===== config.mk =====
export PLATFORM = sky130hd
export DESIGN_NAME = hazard_stall_ctrl
export DESIGN_NICKNAME = d
export VERILOG_FILES = /design/src/rtl/hazard_stall_ctrl.sv
export SDC_FILE = /design/constraint.sdc
export NUM_CORES = 1
export LEC_CHECK = 0
export ABC_AREA = 1
export BUFFER_PORTS_ARGS = -buffer_cell sky130_fd_sc_hd__buf_2
export CORE_MARGIN = 1
export CORE_UTILIZATION = 48
export CTS_BUF_LIST = sky130_fd_sc_hd__clkbuf_2
export DETAILED_ROUTE_END_ITERATION = 10
export MAX_ROUTING_LAYER = met4
export PLACE_DENSITY = 0.89
export RECOVER_POWER = 100
export SYNTH_ARGS = -nofsm -noshare
export SYNTH_HDL_FRONTEND = slang
export SYNTH_SLANG_ARGS = --single-unit

===== constraint.sdc =====
create_clock -name clk -period 2 [get_ports clk]
set_input_delay 0.2 -clock clk [delete_from_list [all_inputs] [get_ports clk]]
set_output_delay 0.2 -clock clk [all_outputs]
set_load 0.01 [all_outputs]

===== src/rtl/hazard_stall_ctrl.sv =====
// ---------------------------------------------------------------------------
// hazard_stall_ctrl
//   Sequencing controller for the 5-stage pipeline. It generates the
//   enable, flush and bubble controls for PC, IF/ID and ID/EX. It detects
//   load-use hazards and taken-branch flushes. It also sequences the
//   multi-cycle MULTU/DIVU unit and pulses the HI/LO write enable when the
//   result is ready.
//
// Ports
//   clk, rst          clock, synchronous active-high reset
//   id_rs, id_rt      source register fields of the ID instruction
//   id_uses_rs/_rt    ID instruction actually reads rs / rt
//   ex_mem_read       instruction in EX is a load
//   ex_rt             destination register of that load
//   br_taken          branch/jump in ID resolved taken
//   id_md_start       ID instruction is MULTU/DIVU
//   id_md_read        ID instruction is MFHI/MFLO
//   en_pc, en_ifid    PC and IF/ID register enables
//   flush_ifid        clear IF/ID on the next edge
//   bubble_idex       load a NOP into ID/EX on the next edge
//   md_busy           multiply/divide unit occupied (RUN or DONE)
//   md_done           result valid this cycle
//   en_hilo           HI/LO write enable (written at the edge ending DONE)
//   md_cnt            remaining RUN cycles, 0 outside RUN (debug)
// ---------------------------------------------------------------------------
module hazard_stall_ctrl #(
  parameter int MD_CYCLES = 32,  // legal range 2..63
  parameter int CW        = 6
) (
  input  logic          clk,
  input  logic          rst,
  input  logic [4:0]    id_rs,
  input  logic [4:0]    id_rt,
  input  logic          id_uses_rs,
  input  logic          id_uses_rt,
  input  logic          ex_mem_read,
  input  logic [4:0]    ex_rt,
  input  logic          br_taken,
  input  logic          id_md_start,
  input  logic          id_md_read,
  output logic          en_pc,
  output logic          en_ifid,
  output logic          flush_ifid,
  output logic          bubble_idex,
  output logic          md_busy,
  output logic          md_done,
  output logic          en_hilo,
  output logic [CW-1:0] md_cnt
);

  typedef enum logic [1:0] {
    IDLE = 2'd0,
    RUN  = 2'd1,
    DONE = 2'd2
  } state_t;

  // RUN counts cnt down from MD_CYCLES-1 to 0, giving MD_CYCLES RUN cycles.
  localparam logic [CW-1:0] CNT_LOAD = CW'(MD_CYCLES - 1);

  state_t        state_q, state_d;
  logic [CW-1:0] cnt_q, cnt_d;

  logic rs_hit;
  logic rt_hit;
  logic load_use;
  logic md_hazard;
  logic stall;

  // -------------------------------------------------------------------------
  // Hazard detection (purely combinational)
  // -------------------------------------------------------------------------
  always_comb begin
    rs_hit    = id_uses_rs && (id_rs == ex_rt);
    rt_hit    = id_uses_rt && (id_rt == ex_rt);
    // $zero is never a real producer, so it cannot create a dependency.
    load_use  = ex_mem_read && (ex_rt != 5'd0) && (rs_hit || rt_hit);
    // Any HI/LO reader or a second MULTU/DIVU waits until the unit is IDLE.
    md_hazard = (id_md_start || id_md_read) && (state_q != IDLE);
    stall     = load_use || md_hazard;
  end

  // -------------------------------------------------------------------------
  // State register
  // -------------------------------------------------------------------------
  always_ff @(posedge clk) begin
    if (rst) begin
      state_q <= IDLE;
      cnt_q   <= '0;
    end else begin
      state_q <= state_d;
      cnt_q   <= cnt_d;
    end
  end

  // -------------------------------------------------------------------------
  // Next-state logic
  // -------------------------------------------------------------------------
  always_comb begin
    state_d = state_q;
    cnt_d   = cnt_q;
    unique case (state_q)
      IDLE: begin
        // A start held back by a load-use stall is not accepted yet.
        if (id_md_start && !stall) begin
          state_d = RUN;
          cnt_d   = CNT_LOAD;
        end
      end
      RUN: begin
        if (cnt_q == '0) begin
          state_d = DONE;
        end else begin
          cnt_d = cnt_q - 1'b1;
        end
      end
      DONE: begin
        state_d = IDLE;
        cnt_d   = '0;
      end
      default: begin
        state_d = IDLE;
        cnt_d   = '0;
      end
    endcase
  end

  // -------------------------------------------------------------------------
  // Output logic
  // -------------------------------------------------------------------------
  always_comb begin
    en_pc       = 1'b1;
    en_ifid     = 1'b1;
    flush_ifid  = 1'b0;
    bubble_idex = 1'b0;
    md_busy     = 1'b0;
    md_done     = 1'b0;
    en_hilo     = 1'b0;
    md_cnt      = '0;

    if (!rst) begin
      if (stall) begin
        // Hold PC and IF/ID, inject a bubble. A taken branch in ID is
        // ignored here and re-resolves once the stall clears.
        en_pc       = 1'b0;
        en_ifid     = 1'b0;
        bubble_idex = 1'b1;
      end else begin
        flush_ifid  = br_taken;
      end

      md_busy = (state_q == RUN) || (state_q == DONE);
      md_done = (state_q == DONE);
      en_hilo = (state_q == DONE);
      md_cnt  = (state_q == RUN) ? cnt_q : '0;
    end
  end

endmodule


# Yosys cells after proc, flatten, opt, wreduce, memory -nomap -nowiden
# Cells that the tools add are included.
dict set report op_classes {
  n_addsub 1
  n_eq_ne 7
  muxes 16
  reduce_logical 17
}
# op n
set ops {}
lappend ops {{$mux W6} 4}
lappend ops {{$pmux W6 S2} 1}
lappend ops {{$eq A5 B5 Y1} 2}
lappend ops {{$mux W1} 8}
lappend ops {{$logic_and A1 B1 Y1} 6}
lappend ops {{$logic_not A6 Y1} 1}
lappend ops {{$ne A2 B2 Y1 const B} 3}
lappend ops {{$sub A6 B1 Y6 const B} 1}
lappend ops {{$reduce_bool A5 Y1} 1}
lappend ops {{$logic_or A1 B1 Y1} 4}
lappend ops {{$mux W2} 2}
lappend ops {{$pmux W2 S2} 1}
lappend ops {{$reduce_and A2 Y1} 2}
lappend ops {{$eq A2 B1 Y1 const B} 1}
lappend ops {{$eq A2 B2 Y1 const B} 1}
lappend ops {{$logic_not A2 Y1} 1}
lappend ops {{$reduce_bool A2 Y1} 1}
lappend ops {{$logic_not A1 Y1} 1}
dict set report totals {
  ff_bits 8
}

# Longest topological paths before layout
# Gate-level depths: netlist (run 1).
dict set report logic_depth {
  depth_word 9
  depth_mapped 12
  depth_no_buf 12
}

# Worst setup path after synthesis (run 1)
# OpenSTA, ideal clock, no wires.
dict set report synth_path {
  path_kind {reg2reg}
  start {reg state_q[1]}
  end {reg cnt_q[4]}
  arrival_time_ns 1.252
  t_required_ns 1.876
  path_slack_ns 0.624
  path_stages_with_launch 8
  synth_period_minus_slack_ns 1.376
  path_cell_list {dfxtp_1 inv_1 ha_1 clkinv_1 nor2_4 inv_1 nand2_1 a21oi_1}
}
dict set report synth_between {
  elab_chain_cells 7
}
# element line
set synth_rtl {}
lappend synth_rtl {{start, declared} 60} ;# state_t state_q, state_d;
lappend synth_rtl {{start signal, assigned} 90} ;# state_q <= state_d;
lappend synth_rtl {{$reduce_bool A2 Y1} 78} ;# md_hazard = (id_md_start || id_md_read) && (state_q != IDLE);
lappend synth_rtl {{$logic_and A1 B1 Y1} 78}
lappend synth_rtl {{$logic_or A1 B1 Y1} 79} ;# stall = load_use || md_hazard;
lappend synth_rtl {{$logic_not A1 Y1} 104} ;# if (id_md_start && !stall) begin
lappend synth_rtl {{$logic_and A1 B1 Y1} 104}
lappend synth_rtl {{$ne A2 B2 Y1 (no source line)} --}
lappend synth_rtl {{$reduce_and A2 Y1 (no source line)} --}
lappend synth_rtl {{end signal, assigned} 91} ;# cnt_q <= cnt_d;
lappend synth_rtl {{end, declared} 61} ;# logic [CW-1:0] cnt_q, cnt_d;
# Parallel ways exist; a longest one is shown, timed or not.
# A chain may end at the register's enable or synchronous reset.

# Final worst setup path (run 1)
dict set report layout_path {
  start {reg state_q[1]}
  end {reg cnt_q[2]}
}
# The elaborated chain is that of the path after synthesis.

==> results of run 1 <==
[cell type report]
| cell class | instances | area [um^2] |
|---|---|---|
| inverter | 32 | 120 |
| sequential | 8 | 160 |
| multi-input combinational | 107 | 514 |
| timing repair buffer | 35 | 159 |
| tap | 16 | 20.0 |
| fill | 172 | 571 |
| clock buffer | 3 | 15.0 |
[per-stage QoR]
stage | std cells | area, um^2
2_1_floorplan | 150 | 827
3_3_place_gp | 198 | 1000
3_5_place_dp | 198 | 1000
4_1_cts | 201 | 1020
5_1_grt | 201 | 988
6_report | 201 | 988
[registers in the layout, summed over array words and instances (netlist names)]
| name | flops |
|---|---|
| state_q | 2 |
| cnt_q | 6 |
[worst max path at each step]
| stage | slack (ps) | endpoint | startpoint | cells after the start |
|---|---|---|---|---|
| global placement | 510 | cnt_q[4] | state_q[1] | 7 |
| finish | 230 | cnt_q[2] | state_q[1] | 7 |
| floorplan | 620 | cnt_q[4] | state_q[1] | 7 |
| global route | 70 | cnt_q[2] | state_q[1] | 7 |
| CTS | 210 | md_cnt[0] | state_q[1] | 5 |
| detailed placement | 380 | cnt_q[2] | state_q[1] | 7 |
[power breakdown]
group / total, W / switching, W / internal [W]
Combinational: 0.000660 / 0.000433 / 0.000227
Sequential: 0.000279 / 0.0000520 / 0.000227
Clock: 0.0000940 / 0.0000532 / 0.0000409
Total: 0.00103 / 0.000538 / 0.000495
[layout by cell type, fill, tap and decap left out]
cell type	synthesis	final
nand2_1	47	47
inv_1	26	26
buf_2	1	22
nor2_1	16	17
clkbuf_1	0	13
a21oi_1	8	8
dfxtp_1	8	8
nand3_1	6	7
o21ai_0	6	6
nor3_1	5	5
ha_1	5	5
inv_2	4	4
nand2_2	3	3
nor2_2	3	3
clkbuf_2	0	3
clkinv_1	2	2
o31ai_1	2	2
o21ai_1	1	1
a21oi_2	1	1
nand4_1	1	1
xor2_1	1	1
[cell usage after synthesis]
cell type  count  area (um^2)
a21oi_1        8         40.0
a21oi_2        1         8.76
buf_2          1         5.00
buf_4          2         15.0
clkinv_1       2         7.51
dfxtp_1        8          160
ha_1           5         62.6
inv_1         26         97.6
inv_2          4         15.0
nand2_1       47          176
nand2_2        3         18.8
nand3_1        6         30.0
nand3_2        1         10.0
nand4_1        1         6.26
nor2_1        16         60.1
nor2_2         3         18.8
nor2_4         1         11.3
nor3_1         5         25.0
o21ai_0        6         30.0
o21ai_1        1         5.00
o31ai_1        2         15.0
xor2_1         1         8.76
[per-layer routing]
metal  GRT usage [%]  part of all wire [%]  vias up
li1                -                     -      523
met1            26.6                    43      402
met2            41.2                    50       47
met3            3.33                   6.0        4
met4            8.75                   1.4        0
met5               -                     0        -
[cell families after synthesis]
group | Yosys count | share of synthesized area, %
AO/OA/AOI/OAI | 18 | 12.0
XOR/XNOR | 1 | 1.06
adder cells (fa/ha/maj) | 5 | 7.56
buffers and inverters | 35 | 16.9
flip-flops | 8 | 19.4
AND/OR/NAND/NOR | 83 | 43.1
==> metrics.cfg, run 1 <==
[synth]
ys_types = 22
ys_ff_latch = 8
ys.warnings.count = 0
synth.cell_area_um2 = 827
ys_seq_area_share_pct = 19.4
syn-instance-count = 150
synth.avg_cell_area_um2 = 5.51
syn-num-nets = 178

[pwr]
power_w = 0.00103
cellLeakagePower_nw = 0.571
vdd.ir_drop.worst_uv = 417
powerDensity_nw_per_um2 = 1050

[sta]
maxSlewViolCount = 0
rsz0062_at_grt = no
skew_ps = 6.65
setup_slack_ps = 230
setup_tns_ps = 0
whs_ps = 238
period_share_pct = 88.5
min_period_ps = 1770
setup_viol = 0
fmax_mhz = 565
worst_pin_slew_ps = 304
slew_headroom_pct = 79.7
hold_violations = 0

[clock_network]
clkSlewWorstSetupHoldPaths_ps = 80
cts_tree = built
cts.path.max_buffers = 2
post_cts_buffers = 0
hold_buffers = 0
cts_max_level = 1
cts.sinks = 8
clk_latency_ps = 240
root_buffer = clkbuf_2
numCtsBuffers = 3
cts_resized = 0

[critical_path]
worstSetupStartpointType = flop
cp.required_ps = 2120
path_buf_inv = 3
path_delay_family = simple AND/OR/NAND/NOR gates
rr_worst_depth = 7
path_cells = inv_1 -> ha_1 -> clkinv_1 -> nor2_1 -> inv_1 -> nand2_1 -> a21oi_1
r2r-end = cnt_q[2]
crit_fanout = 10
r2r-start = state_q[1]
path_class = reg -> reg
rrSetupSlack_ps = 230
path_common_cell = inv_1
slowest_delay_ps = 340
cp-end-kind = flop
arrival_ps = 1890
critical_path.slowest_cell = dfxtp_1

[worst_hold_path]
worstHoldStart = rst
hold_depth = 2
holdCritPathClass = in -> reg
holdPathEnd = state_q[1]

[routing]
vias = 976
ant_nets = 0
drt-total-wl_mm = 1.94
drc = 4
drtPass1Iterations = 7
drt_iter0_drc = 29
wl_per_cell_um = 9.65
vias_per_cell = 4.86

[die]
core_um2 = 1560
fp-row-count = 14
die_area_um2 = 1890
start_util_pct = 53.0
ios = 36
die-height_um = 43.5
die_w_um = 43.5

[run_status]
violations = DRC
status = finished, violations left

[global_route]
grt_pass1_vias = 878
antenna_found_initial = 0
grt_max_degree = 11
grt_use_total_pct = 23.4
grt_pass1_wl_mm = 3.33
gr-total-overflow = 0

[finish]
nNetsFinal = 215
syn_to_final_growth_pct = 19.5
drive_above_1_share_pct = 19.5
final_util_pct = 63.4
insertedDiodeCount = 0

[place]
place_ws_ps = 382
port-buffer-count = 35
dp_hpwl_mm = 1.63
gp_congestion = 0.830

[run]
max_cap_viol_count = 0

No activity file was read; power rests on OpenSTA's default activity.
==> run 2: changes to the inputs <==
Settings changed: CORE_UTILIZATION 48 to 44, PLACE_DENSITY 0.89 to 0.86, SLEW_MARGIN set to 10.
Clock period 2 ns to 1.4 ns, I/O delays scaled along.
==> metrics.cfg, run 2 (synthesis gave the netlist of run 1 again) <==
[clock_network]
cts.path.max_buffers = 2
hold_buffers = 0
cts.sinks = 8
numCtsBuffers = 3
clk_latency_ps = 240
clkSlewWorstSetupHoldPaths_ps = 80
root_buffer = clkbuf_2
cts_max_level = 1
cts_tree = built

[run]
max_cap_viol_count = 0

[pwr]
internal-power_w = 0.000860
cellLeakagePower_nw = 0.656
sw_frac_of_total_pct = 50.1
vdd.ir_drop.worst_uv = 551
p_switching_w = 0.000864
clkPwrFrac_pct = 7.8
p_comb_share_pct = 68.4
powerDensity_nw_per_um2 = 1520
p_seq_share_pct = 23.8

[run_status]
status = finished, violations left
violations = setup timing

[finish]
largest-register = cnt_q
layout_commonest_cell = nand2_1
fin_cells = 216
syn_to_final_growth_pct = 36.9
final_util_pct = 64.9
final_area_um2 = 1130
fill_cells = 167
nNetsFinal = 221
largest_reg_flops = 6
layout_common_cells = nand2_1, buf_2, inv_1
insertedDiodeCount = 0
reg_top3 = cnt_q: 6 flops, state_q: 2 flops
drive_above_1_share_pct = 39.3

[die]
core_um2 = 1750
die_area_um2 = 2060
fp-row-count = 15
ios = 36
die-height_um = 45.4
die_w_um = 45.4
start_util_pct = 47.4

[sta]
rsz0062_at_grt = yes
setup_tns_ps = -30.9
fmax_mhz = 701
min_period_ps = 1430
setup_viol = 2
period_share_pct = 102
slew_headroom_pct = 82.7
hold_violations = 0
maxSlewViolCount = 0
worst_pin_slew_ps = 257
setup_slack_ps = -26.6
skew_ps = 11.2

[critical_path]
cp_num_cells = 5
path_delay_family = buffers and inverters
worstSetupStartpointType = flop
crit_fanout = 10
rrSetupSlack_ps = 40
path_cells = inv_2 -> ha_2 -> clkinv_4 -> nor3_1 -> buf_2
slowest_delay_ps = 330
path_class = reg -> out
critPathLaunch = state_q[1]
r2r-start = cnt_q[2]
critical_path.slowest_cell = dfxtp_2
rr_worst_depth = 8
r2r-end = cnt_q[2]
cp.required_ps = 1260
arrival_ps = 1290
cp-end-kind = output port
cp-endpoint = md_cnt[2]
path_buf_inv = 3

[place]
port-buffer-count = 35
gp_congestion = 0.857
dp_hpwl_mm = 1.55
place_area_um2 = 1030
place_ws_ps = -55.0
place_inst = 209

[routing]
ant_nets = 0
vias = 1024
vias_per_cell = 4.74
wl_per_cell_um = 9.13
drc = 0
drt-total-wl_mm = 1.97
drt_iter0_drc = 18
drtPass1Iterations = 4

[global_route]
grt_pass1_vias = 849
grt_use_total_pct = 21.2
grt_max_degree = 11
grt_pass1_wl_mm = 3.15
gr-total-overflow = 0
antenna_found_initial = 0

[worst_hold_path]
worstHoldStart = rst
holdCritPathClass = in -> reg

[run 2: area by class of cell]
class,count,area [um^2],share of cell area [%]
Tap cell,25,31.3,2.76
Clock buffer,3,15.0,1.33
Timing Repair Buffer,41,226,20.0
Inverter,32,125,11.0
Sequential cell,8,164,14.5
Multi-Input combinational cell,107,571,50.4
[run 2: worst min path at each step]
stage,endpoint,slack [ps],depth (start not counted)
global placement,state_q[1],420,2
CTS,state_q[1],160,2
detailed placement,state_q[1],430,2
global route,state_q[1],200,2
floorplan,flush_ifid,380,2
finish,state_q[1],190,2
[run 2: power by group through the flow]
stage / logic [W] / registers, W / clock network, W
global placement: 0.000961 / 0.000395 / 0
floorplan: 0.000751 / 0.000383 / 0
detailed placement: 0.000992 / 0.000398 / 0
CTS: 0.00108 / 0.000400 / 0.000139
global route: 0.00131 / 0.000421 / 0.000148
finish: 0.00118 / 0.000411 / 0.000134
[run 2: per-layer routing]
metal	global-route usage [%]	routed length (um)	vias up
li1	-	-	539
met1	22.8	865	443
met2	39.4	1010	39
met3	1.20	80	3
met4	9.09	23	0
met5	-	0	-
[run 2: stage by stage]
| stage | hold WS, ps | total power (W) |
|---|---|---|
| after detailed placement | 429 | 0.00139 |
| after floorplan | 383 | 0.00113 |
| after CTS | 158 | 0.00162 |
| after global routing | 199 | 0.00188 |
| after global placement | 423 | 0.00136 |
| final | 190 | 0.00172 |
[run 2: worst reg2reg max path, delay by kind of cell, from the launching register on]
| family | cells | cell delay [ps] |
|---|---|---|
| AO/OA/AOI/OAI | 1 | 90 |
| buffers and inverters | 2 | 140 |
| flip-flops | 1 | 340 |
| AND/OR/NAND/NOR | 5 | 670 |
[run 2: timing repair]
item / 4_1_cts / 5_1_grt
buffers inserted: 2 / 2
endpoints found under the setup margin: 15 / 15
pin swaps: 2 / 3
resized for setup: 9 / 15
